[src/rtl/control_sequencer.sv]
// Multi-cycle microsequencer producing the datapath control word from IR0 and its T-state counter.
// Define CTRL_SEQ_JZ_EN to turn opcode 0 into a conditional jump (JZ a16) instead of NOP.

`ifndef OPCODEWORD_OPCODE_RANGE
`define OPCODEWORD_OPCODE_RANGE 7:5
`endif
`ifndef CB_ALU_OPCODE_RANGE
`define CB_ALU_OPCODE_RANGE 32:28
`endif
`ifndef CB_MID_RANGE
`define CB_MID_RANGE 27:22
`endif
`ifndef CB_SID_RANGE
`define CB_SID_RANGE 21:16
`endif
`ifndef CB_AMID_RANGE
`define CB_AMID_RANGE 15:14
`endif
`ifndef CB_MID_EN_RANGE
`define CB_MID_EN_RANGE 13
`endif
`ifndef CB_SID_EN_RANGE
`define CB_SID_EN_RANGE 12
`endif
`ifndef CB_PC_INR_RANGE
`define CB_PC_INR_RANGE 11
`endif
`ifndef CB_HLT_RANGE
`define CB_HLT_RANGE 10
`endif
`ifndef CB_CLR_TIMER_RANGE
`define CB_CLR_TIMER_RANGE 9
`endif

module control_sequencer #(
    parameter int CB_WIDTH      = 33,
    parameter int ZERO_FLAG_BIT = 0
) (
    input  logic                clk,
    input  logic                reset,
    input  logic                hlt,
    input  logic [7:0]          ir0,
    input  logic [3:0]          alu_status,
    output logic [CB_WIDTH-1:0] control_bus,
    output logic [2:0]          t_state,
    output logic                halted,
    output logic                instr_done
);

    typedef enum logic [1:0] {FETCH, EXEC, STALL, HALT} state_t;

    localparam logic [5:0] ID_IR0 = 6'd0;
    localparam logic [5:0] ID_A   = 6'd2;
    localparam logic [5:0] ID_B   = 6'd3;
    localparam logic [5:0] ID_M   = 6'd4;
    localparam logic [5:0] ID_AR0 = 6'd7;
    localparam logic [5:0] ID_AR1 = 6'd8;
    localparam logic [5:0] ID_PC0 = 6'd9;
    localparam logic [5:0] ID_PC1 = 6'd10;
    localparam logic [5:0] ID_ALU = 6'd18;
    localparam logic [1:0] AMID_PC = 2'd0;
    localparam logic [1:0] AMID_AR = 2'd1;

    localparam logic [2:0] OP_NOP = 3'd0;
    localparam logic [2:0] OP_LDA = 3'd1;
    localparam logic [2:0] OP_LDB = 3'd2;
    localparam logic [2:0] OP_ADD = 3'd3;
    localparam logic [2:0] OP_SUB = 3'd4;
    localparam logic [2:0] OP_STA = 3'd5;
    localparam logic [2:0] OP_JMP = 3'd6;
    localparam logic [2:0] OP_HLT = 3'd7;

    state_t        state, next_state;
    logic [2:0]    t_cnt, next_t;
    logic [2:0]    opcode;
    logic [5:0]    mid_f, sid_f;
    logic [1:0]    amid_f;
    logic          mv_en, pc_inr, hlt_f, last_step, halt_o;
    logic [CB_WIDTH-1:0] cb_word;
    logic          unused_inputs;

    assign opcode        = ir0[`OPCODEWORD_OPCODE_RANGE];
    assign unused_inputs = ^{ir0, alu_status, ZERO_FLAG_BIT[0]};

`ifdef CTRL_SEQ_JZ_EN
    logic zero_flag;
    assign zero_flag = alu_status[ZERO_FLAG_BIT];
`endif

    always_ff @(posedge clk or negedge reset) begin
        if (!reset) begin
            state <= FETCH;
            t_cnt <= '0;
        end else begin
            state <= next_state;
            t_cnt <= next_t;
        end
    end

    // HLT stays parked on T1; every other instruction returns to T0 after its last step.
    always_comb begin
        next_state = state;
        next_t     = t_cnt;
        case (state)
            FETCH, STALL: begin
                if (hlt) begin
                    next_state = STALL;
                    next_t     = 3'd0;
                end else begin
                    next_state = EXEC;
                    next_t     = 3'd1;
                end
            end
            EXEC: begin
                if (last_step) begin
                    next_state = FETCH;
                    next_t     = 3'd0;
                end else if (opcode == OP_HLT) begin
                    next_state = HALT;
                end else begin
                    next_t = t_cnt + 3'd1;
                end
            end
            HALT:    next_state = HALT;
            default: begin
                next_state = FETCH;
                next_t     = 3'd0;
            end
        endcase
    end

    // MID names the bus source and SID the destination of each transfer.
    always_comb begin
        mid_f     = '0;
        sid_f     = '0;
        amid_f    = AMID_PC;
        mv_en     = 1'b0;
        pc_inr    = 1'b0;
        hlt_f     = 1'b0;
        last_step = 1'b0;
        halt_o    = 1'b0;
        case (state)
            FETCH, STALL: begin
                if (!hlt) begin
                    mid_f  = ID_M;
                    sid_f  = ID_IR0;
                    mv_en  = 1'b1;
                    pc_inr = 1'b1;
                end
            end
            EXEC: begin
                case (opcode)
`ifdef CTRL_SEQ_JZ_EN
                    OP_NOP: begin
                        mv_en = 1'b1;
                        case (t_cnt)
                            3'd1: begin mid_f = ID_M;   sid_f = ID_AR0; pc_inr = 1'b1; end
                            3'd2: begin mid_f = ID_M;   sid_f = ID_AR1; pc_inr = 1'b1; last_step = !zero_flag; end
                            3'd3: begin mid_f = ID_AR0; sid_f = ID_PC0; end
                            default: begin mid_f = ID_AR1; sid_f = ID_PC1; last_step = 1'b1; end
                        endcase
                    end
`else
                    OP_NOP: last_step = 1'b1;
`endif
                    OP_LDA: begin
                        mid_f = ID_M; sid_f = ID_A; mv_en = 1'b1; pc_inr = 1'b1; last_step = 1'b1;
                    end
                    OP_LDB: begin
                        mid_f = ID_M; sid_f = ID_B; mv_en = 1'b1; pc_inr = 1'b1; last_step = 1'b1;
                    end
                    OP_ADD, OP_SUB: begin
                        mid_f = ID_ALU; sid_f = ID_A; mv_en = 1'b1; last_step = 1'b1;
                    end
                    OP_STA: begin
                        mv_en = 1'b1;
                        case (t_cnt)
                            3'd1: begin mid_f = ID_M; sid_f = ID_AR0; pc_inr = 1'b1; end
                            3'd2: begin mid_f = ID_M; sid_f = ID_AR1; pc_inr = 1'b1; end
                            default: begin amid_f = AMID_AR; mid_f = ID_A; sid_f = ID_M; last_step = 1'b1; end
                        endcase
                    end
                    OP_JMP: begin
                        mv_en = 1'b1;
                        case (t_cnt)
                            3'd1: begin mid_f = ID_M;   sid_f = ID_AR0; pc_inr = 1'b1; end
                            3'd2: begin mid_f = ID_M;   sid_f = ID_AR1; pc_inr = 1'b1; end
                            3'd3: begin mid_f = ID_AR0; sid_f = ID_PC0; end
                            default: begin mid_f = ID_AR1; sid_f = ID_PC1; last_step = 1'b1; end
                        endcase
                    end
                    default: begin
                        hlt_f  = 1'b1;
                        halt_o = 1'b1;
                    end
                endcase
            end
            HALT: begin
                hlt_f  = 1'b1;
                halt_o = 1'b1;
            end
            default: ;
        endcase
    end

    // Holding reset low forces the whole word off, not just the state.
    always_comb begin
        cb_word = '0;
        cb_word[`CB_ALU_OPCODE_RANGE] = {2'b00, opcode};
        cb_word[`CB_MID_RANGE]        = mid_f;
        cb_word[`CB_SID_RANGE]        = sid_f;
        cb_word[`CB_AMID_RANGE]       = amid_f;
        cb_word[`CB_MID_EN_RANGE]     = mv_en;
        cb_word[`CB_SID_EN_RANGE]     = mv_en;
        cb_word[`CB_PC_INR_RANGE]     = pc_inr;
        cb_word[`CB_HLT_RANGE]        = hlt_f;
        cb_word[`CB_CLR_TIMER_RANGE]  = last_step;
        control_bus = reset ? cb_word : '0;
    end

    assign t_state    = t_cnt;
    assign halted     = reset & halt_o;
    assign instr_done = reset & last_step;

    a_t4_ends: assert property (@(posedge clk) disable iff (!reset)
        (state == EXEC && t_cnt == 3'd4) |-> last_step);
    a_no_pc_collision: assert property (@(posedge clk) disable iff (!reset)
        pc_inr |-> (sid_f != ID_PC0 && sid_f != ID_PC1));

endmodule
[config.mk]
export PLATFORM = sky130hd
export DESIGN_NAME = control_sequencer
export DESIGN_NICKNAME = d
export VERILOG_FILES = /design/src/rtl/control_sequencer.sv
export SDC_FILE = /design/constraint.sdc
export NUM_CORES = 1
export LEC_CHECK = 0
export CAP_MARGIN = 20
export CORE_MARGIN = 4
export CORE_UTILIZATION = 31
export CTS_CLUSTER_DIAMETER = 120
export CTS_CLUSTER_SIZE = 14
export DETAILED_ROUTE_END_ITERATION = 7
export GPL_TIMING_DRIVEN = 1
export HOLD_SLACK_MARGIN = 0.06
export PLACE_DENSITY = 0.76
export SLEW_MARGIN = 20
export SYNTH_ARGS = -nofsm -noshare
export SYNTH_HDL_FRONTEND = slang
export SYNTH_SLANG_ARGS = --single-unit
[constraint.sdc]
create_clock -name clk -period 1.49 [get_ports clk]
set_input_delay 0.2235 -clock clk [delete_from_list [all_inputs] [get_ports clk]]
set_output_delay 0.2235 -clock clk [all_outputs]
set_load 0.03 [all_outputs]
; ---- Word-level counts from Yosys, hierarchy flattened
; Cells that the tools add are included.
[word_totals]
ff_bits = 5
elab_cells = 67
input_bits = 15
[classes]
n_mux = 33
reduce_logical = 14
n_bitwise = 2
n_addsub = 1
eq_ne = 15
[ops]
columns = cell, n
row1 = $mux 31, 1
row2 = $pmux 5 s4, 1
row3 = $pmux 4 s2, 2
row4 = $pmux 4 s4, 1
row5 = $eq 3x2->1 const B, 4
row6 = $eq 3x3->1 const B, 4
row7 = $mux 3, 4
row8 = $pmux 4 s3, 1
row9 = $mux 1, 11
row10 = $pmux 5 s2, 1
row11 = $reduce_or 2->1, 5
row12 = $pmux 1 s2, 4
row13 = $reduce_or 7->1, 1
row14 = $eq 3x1->1 const B, 2
row15 = $mux 2, 3
row16 = $ne 3x3->1 const B, 2
row17 = $pmux 2 s3, 1
row18 = $pmux 3 s2, 1
row19 = $reduce_or 3->1, 2
row20 = $reduce_or 6->1, 1
row21 = $reduce_or 5->1, 1
row22 = $eq 2x2->1 const B, 2
row23 = $mux 4, 1
row24 = $add 3x1->3 const B, 1
row25 = 7 further kinds, 8

; ---- Logic depth before layout (Yosys ltp)
[depth]
ltp_word = 7
ltp_mapped = 7
ltp_nobuf = 6

; ---- Worst setup path before layout
; OpenSTA, ideal clock, no wires.
[synth_timing]
path_kind = reg2out
startpoint = register t_cnt[1], in the netlist t_state[1]
endpoint = output port control_bus[17]
n_path_buf = 0
arrival_time_ns = 2.019
stages_incl_launch_ff = 7
setup_slack_ns = -0.753
path_cell_list = dfrtp_1 inv_1 ha_1 nand2b_1 o21ai_0 o21ai_0 a211oi_1
[synth_via]
elab_chain_len = 5
[synth_lines]
columns = element, line_no
row1 = start: declaration, 74  ; logic [2:0] t_cnt, next_t;
row2 = start signal: assignment, 96  ; t_cnt <= next_t;
row3 = "$eq 3x2->1, or another cell as far along", 185  ; case (t_cnt)
row4 = $pmux 4 s3 / $pmux 4 s2 (equally long branches), "185, 177"
row5 = $pmux 4 s4 *, 152  ; case (opcode)
row6 = $mux 4 *, n/a
row7 = $mux 31 *, 218  ; control_bus = reset ? cb_word : '0;
row8 = end: declaration, 44  ; output logic [CB_WIDTH-1:0] control_bus,
; Mark *: on every way between the ends. The rest lies on a longest branch, timed or not.

; ---- Worst setup path after layout
[layout_timing]
startpoint = register t_cnt[0], in the netlist t_state[0]
endpoint = output port control_bus[9]
[layout_via]
elab_chain_len = 6
[layout_lines]
columns = element, line_no
row1 = "$eq 3x2->1, or another cell as far along", 185
row2 = $reduce_or 3->1 (no source line) / $reduce_or 2->1 (equally long branches), n/a
row3 = "$mux 1, on equally long branches", "185, 177"
row4 = $pmux 1 s3 *, 152
row5 = $mux 1 *, 142  ; case (state)
row6 = $mux 31 *, 218
; Marked as above.

==> results.sh <==
export IMPL_violations="negative setup slack"
export IMPL_hold_violations=0
export IMPL_crit_chain="inv_2 -> ha_4 -> o21ba_4 -> a21o_1 -> nand3_2 -> and2_4 -> buf_6"
export IMPL_p_leak_nw=0.7279
export IMPL_synth_edff_count=0
export IMPL_skew_ns=0.002415
export IMPL_power_mw=2.123
export IMPL_wirelength_um=2898
export IMPL_p_sw_mw=1.018
export IMPL_worstSetupPathType="register to output pin"
export IMPL_vdd_ir_drop_max_uv=1358
export IMPL_cp_slowest_stage_delay_ns=0.45
export IMPL_antenna_cells=0
export IMPL_drt_pass1_iterations=4
export IMPL_p_seq_frac=0.120
export IMPL_power_density_nw_per_um2=1280
export IMPL_grt_antenna_before_repair=0
export IMPL_netlist_cell_type_count=32
export IMPL_reg2reg_depth=8
export IMPL_numCtsBuffers=3
export IMPL_fmax_mhz=529.1
export IMPL_clk_pin_slew_ns=0.04
export IMPL_clockRootBuffer="clkbuf_4"
export IMPL_synth_area_top_cells="buf_4 18%, dfrtp_1 17%, ha_1 6.7%, nor2_1 5.5%, o21ai_0 4.7%"
export IMPL_yosysTopAreaCell="buf_4"
export IMPL_cp_data_arrival_time_ns=1.67
export IMPL_die_area_sq_um=3268
export IMPL_switching_share=0.4795
export IMPL_crit_buf_inv=2
export IMPL_place_congestion=0.8347
export IMPL_setup_ws_ns=-0.3998
export IMPL_start_kind="register"
export IMPL_synth_seq_cells=5
export IMPL_postSynthCellCount=104
export IMPL_dp_hpwl_um=1924
export IMPL_crit_cells=7
export IMPL_grtUsageTotal=0.1637
export IMPL_yosysWarningCount=0
export IMPL_layout_drive_gt1_share=0.7052
export IMPL_fp_dieH_um=57.17
export IMPL_fin_crit_sh=1.268
export IMPL_drcViolationCount=0
export IMPL_crit_required_ns=1.27
export IMPL_maxCapViolCount=0
export IMPL_outcome="finished, violations left"
export IMPL_h_tree_depth=1
export IMPL_yosysSeqAreaShare=0.1669
export IMPL_hold_class="input pin to async pin"
export IMPL_avgSynthCellArea_sq_um=7.206
export IMPL_crit_fanout=4
export IMPL_place_area_sq_um=1254
export IMPL_syn_area_sq_um=749.5
export IMPL_rsz0062_at_grt="yes"
export IMPL_power_frac_comb=0.808
export IMPL_cts_tree="yes"
export IMPL_yosysMostFrequentCell="buf_4"
export IMPL_wire_per_inst_um=14.42
export IMPL_ant_nets=0
export IMPL_cts_hold_fix_buffers=0
export IMPL_synth_top_cell_area_share=0.1803
export IMPL_via_count=974
export IMPL_synth_top_flop_cell="dfrtp_1"
export IMPL_slew_violations=0
export IMPL_end_kind="output pin"
export IMPL_setup_viol=18
export IMPL_final_area_sq_um=1658
export IMPL_ys_top_cells_by_count="18 x buf_4, 11 x nor2_1, 9 x nand2_1, 7 x o21ai_0, 6 x a21oi_1"
export IMPL_path_delay_family="flip-flops"
export IMPL_io_pins=53
export IMPL_min_period_ns=1.890
export IMPL_die_w_um=57.17
export IMPL_io_buffers=28
export IMPL_final_nets=193
export IMPL_crit_path_top_delay_cell="dfrtp_2"
export IMPL_row_count=17
export IMPL_start_util=0.3324
export IMPL_core_sq_um=2255
export IMPL_grt_pass1_vias=967
export IMPL_clock_latency_ns=0.24
export IMPL_grt_max_degree=9
export IMPL_async_reset_ff_frac=1.000
export IMPL_p_clk_frac=0.072
export IMPL_drt_iter0_markers=18
export IMPL_clk_path_buf_depth=2
export IMPL_grt_overflow=0
export IMPL_clkSinkCount=5
export IMPL_viasPerCell=4.846
export IMPL_p_int_mw=1.105
export IMPL_hold_ws_ns=0.1507
export IMPL_grt_pass1_wl_um=4353
export IMPL_syn_to_final_growth_pct=121.2
[cell families (layout without fill, tap and decap cells)]
group / Yosys count / count (layout) / share of synthesized area
buffers and inverters: 26 / 81 / 0.2371
DFF: 5 / 5 / 0.1669
AOI/OAI and AO/OA: 27 / 27 / 0.2438
adders and majority gates: 4 / 4 / 0.06678
and+or+nand+nor: 41 / 41 / 0.2805
other: 1 / 15 / 0.005004
[flip-flops by register name (all words and copies together) (netlist names)]
signal   count
state        2
t_state      3
[layout by cell type, fill, tap and decap left out, types with 4 or more instances in the layout]
cell type   n
nor2_4      7
ha_4        4
nand2_1     7
buf_6      16
buf_4      48
conb_1     15
o21ai_2     4
[routing by layer]
metal / wire length [um] / global-route usage / part of all wire
met1: 1054 / 0.1900 / 0.36
met2: 1588 / 0.2969 / 0.55
met3: 198 / 0.02715 / 0.068
met5: 0 / 0 / 0
met4: 57 / 0.06291 / 0.020
[path summary, 6_finish.rpt]
path,start,end,slack (ns)
hold / removal,reset,state[1],0.15
setup / recovery,t_state[0],control_bus[9],-0.40
setup reg to reg,t_state[1],t_state[2],-0.21
hold reg to reg,t_state[0],t_state[0],0.71
max in group asynchronous,reset,t_state[2],1.21
min in group clk,ir0[5],state[1],0.53
[final cells by class]
| type | instances | area [sq um] |
|---|---|---|
| Tap cell | 28 | 35.03 |
| Clock buffer | 4 | 26.28 |
| Timing Repair Buffer | 72 | 625.6 |
| Sequential cell | 5 | 128.9 |
| Fill cell | 173 | 596.8 |
| Inverter | 5 | 18.77 |
| Multi-Input combinational cell | 87 | 823.3 |
[power by group through the flow]
stage / combinational, mW / clock (mW) / sequential (mW)
global placement: 1.17 / 0 / 0.243
floorplan: 0.752 / 0 / 0.285
finish: 1.71 / 0.153 / 0.255
CTS: 1.50 / 0.163 / 0.250
detailed placement: 1.19 / 0 / 0.247
global route: 1.80 / 0.166 / 0.261
[metrics by stage]
stage / util / setup TNS [ns] / setup slack, ns / instances
after detailed placement: 0.5560 / -6.930 / -0.4727 / 183
after CTS: 0.6781 / -4.206 / -0.4064 / 195
after global placement: 0.5560 / -6.138 / -0.4841 / 183
after floorplan: - / -1.598 / -0.2853 / 118
after global routing: 0.7353 / -5.744 / -0.4648 / 201
final: 0.7353 / -4.591 / -0.3998 / 201
[timing repair]
action	in CTS	in global routing
resized for setup	55	21
pin swaps	9	9
endpoints found under the setup margin	22	22
setup buffers	9	6
Power figures use the tool's default switching activity.
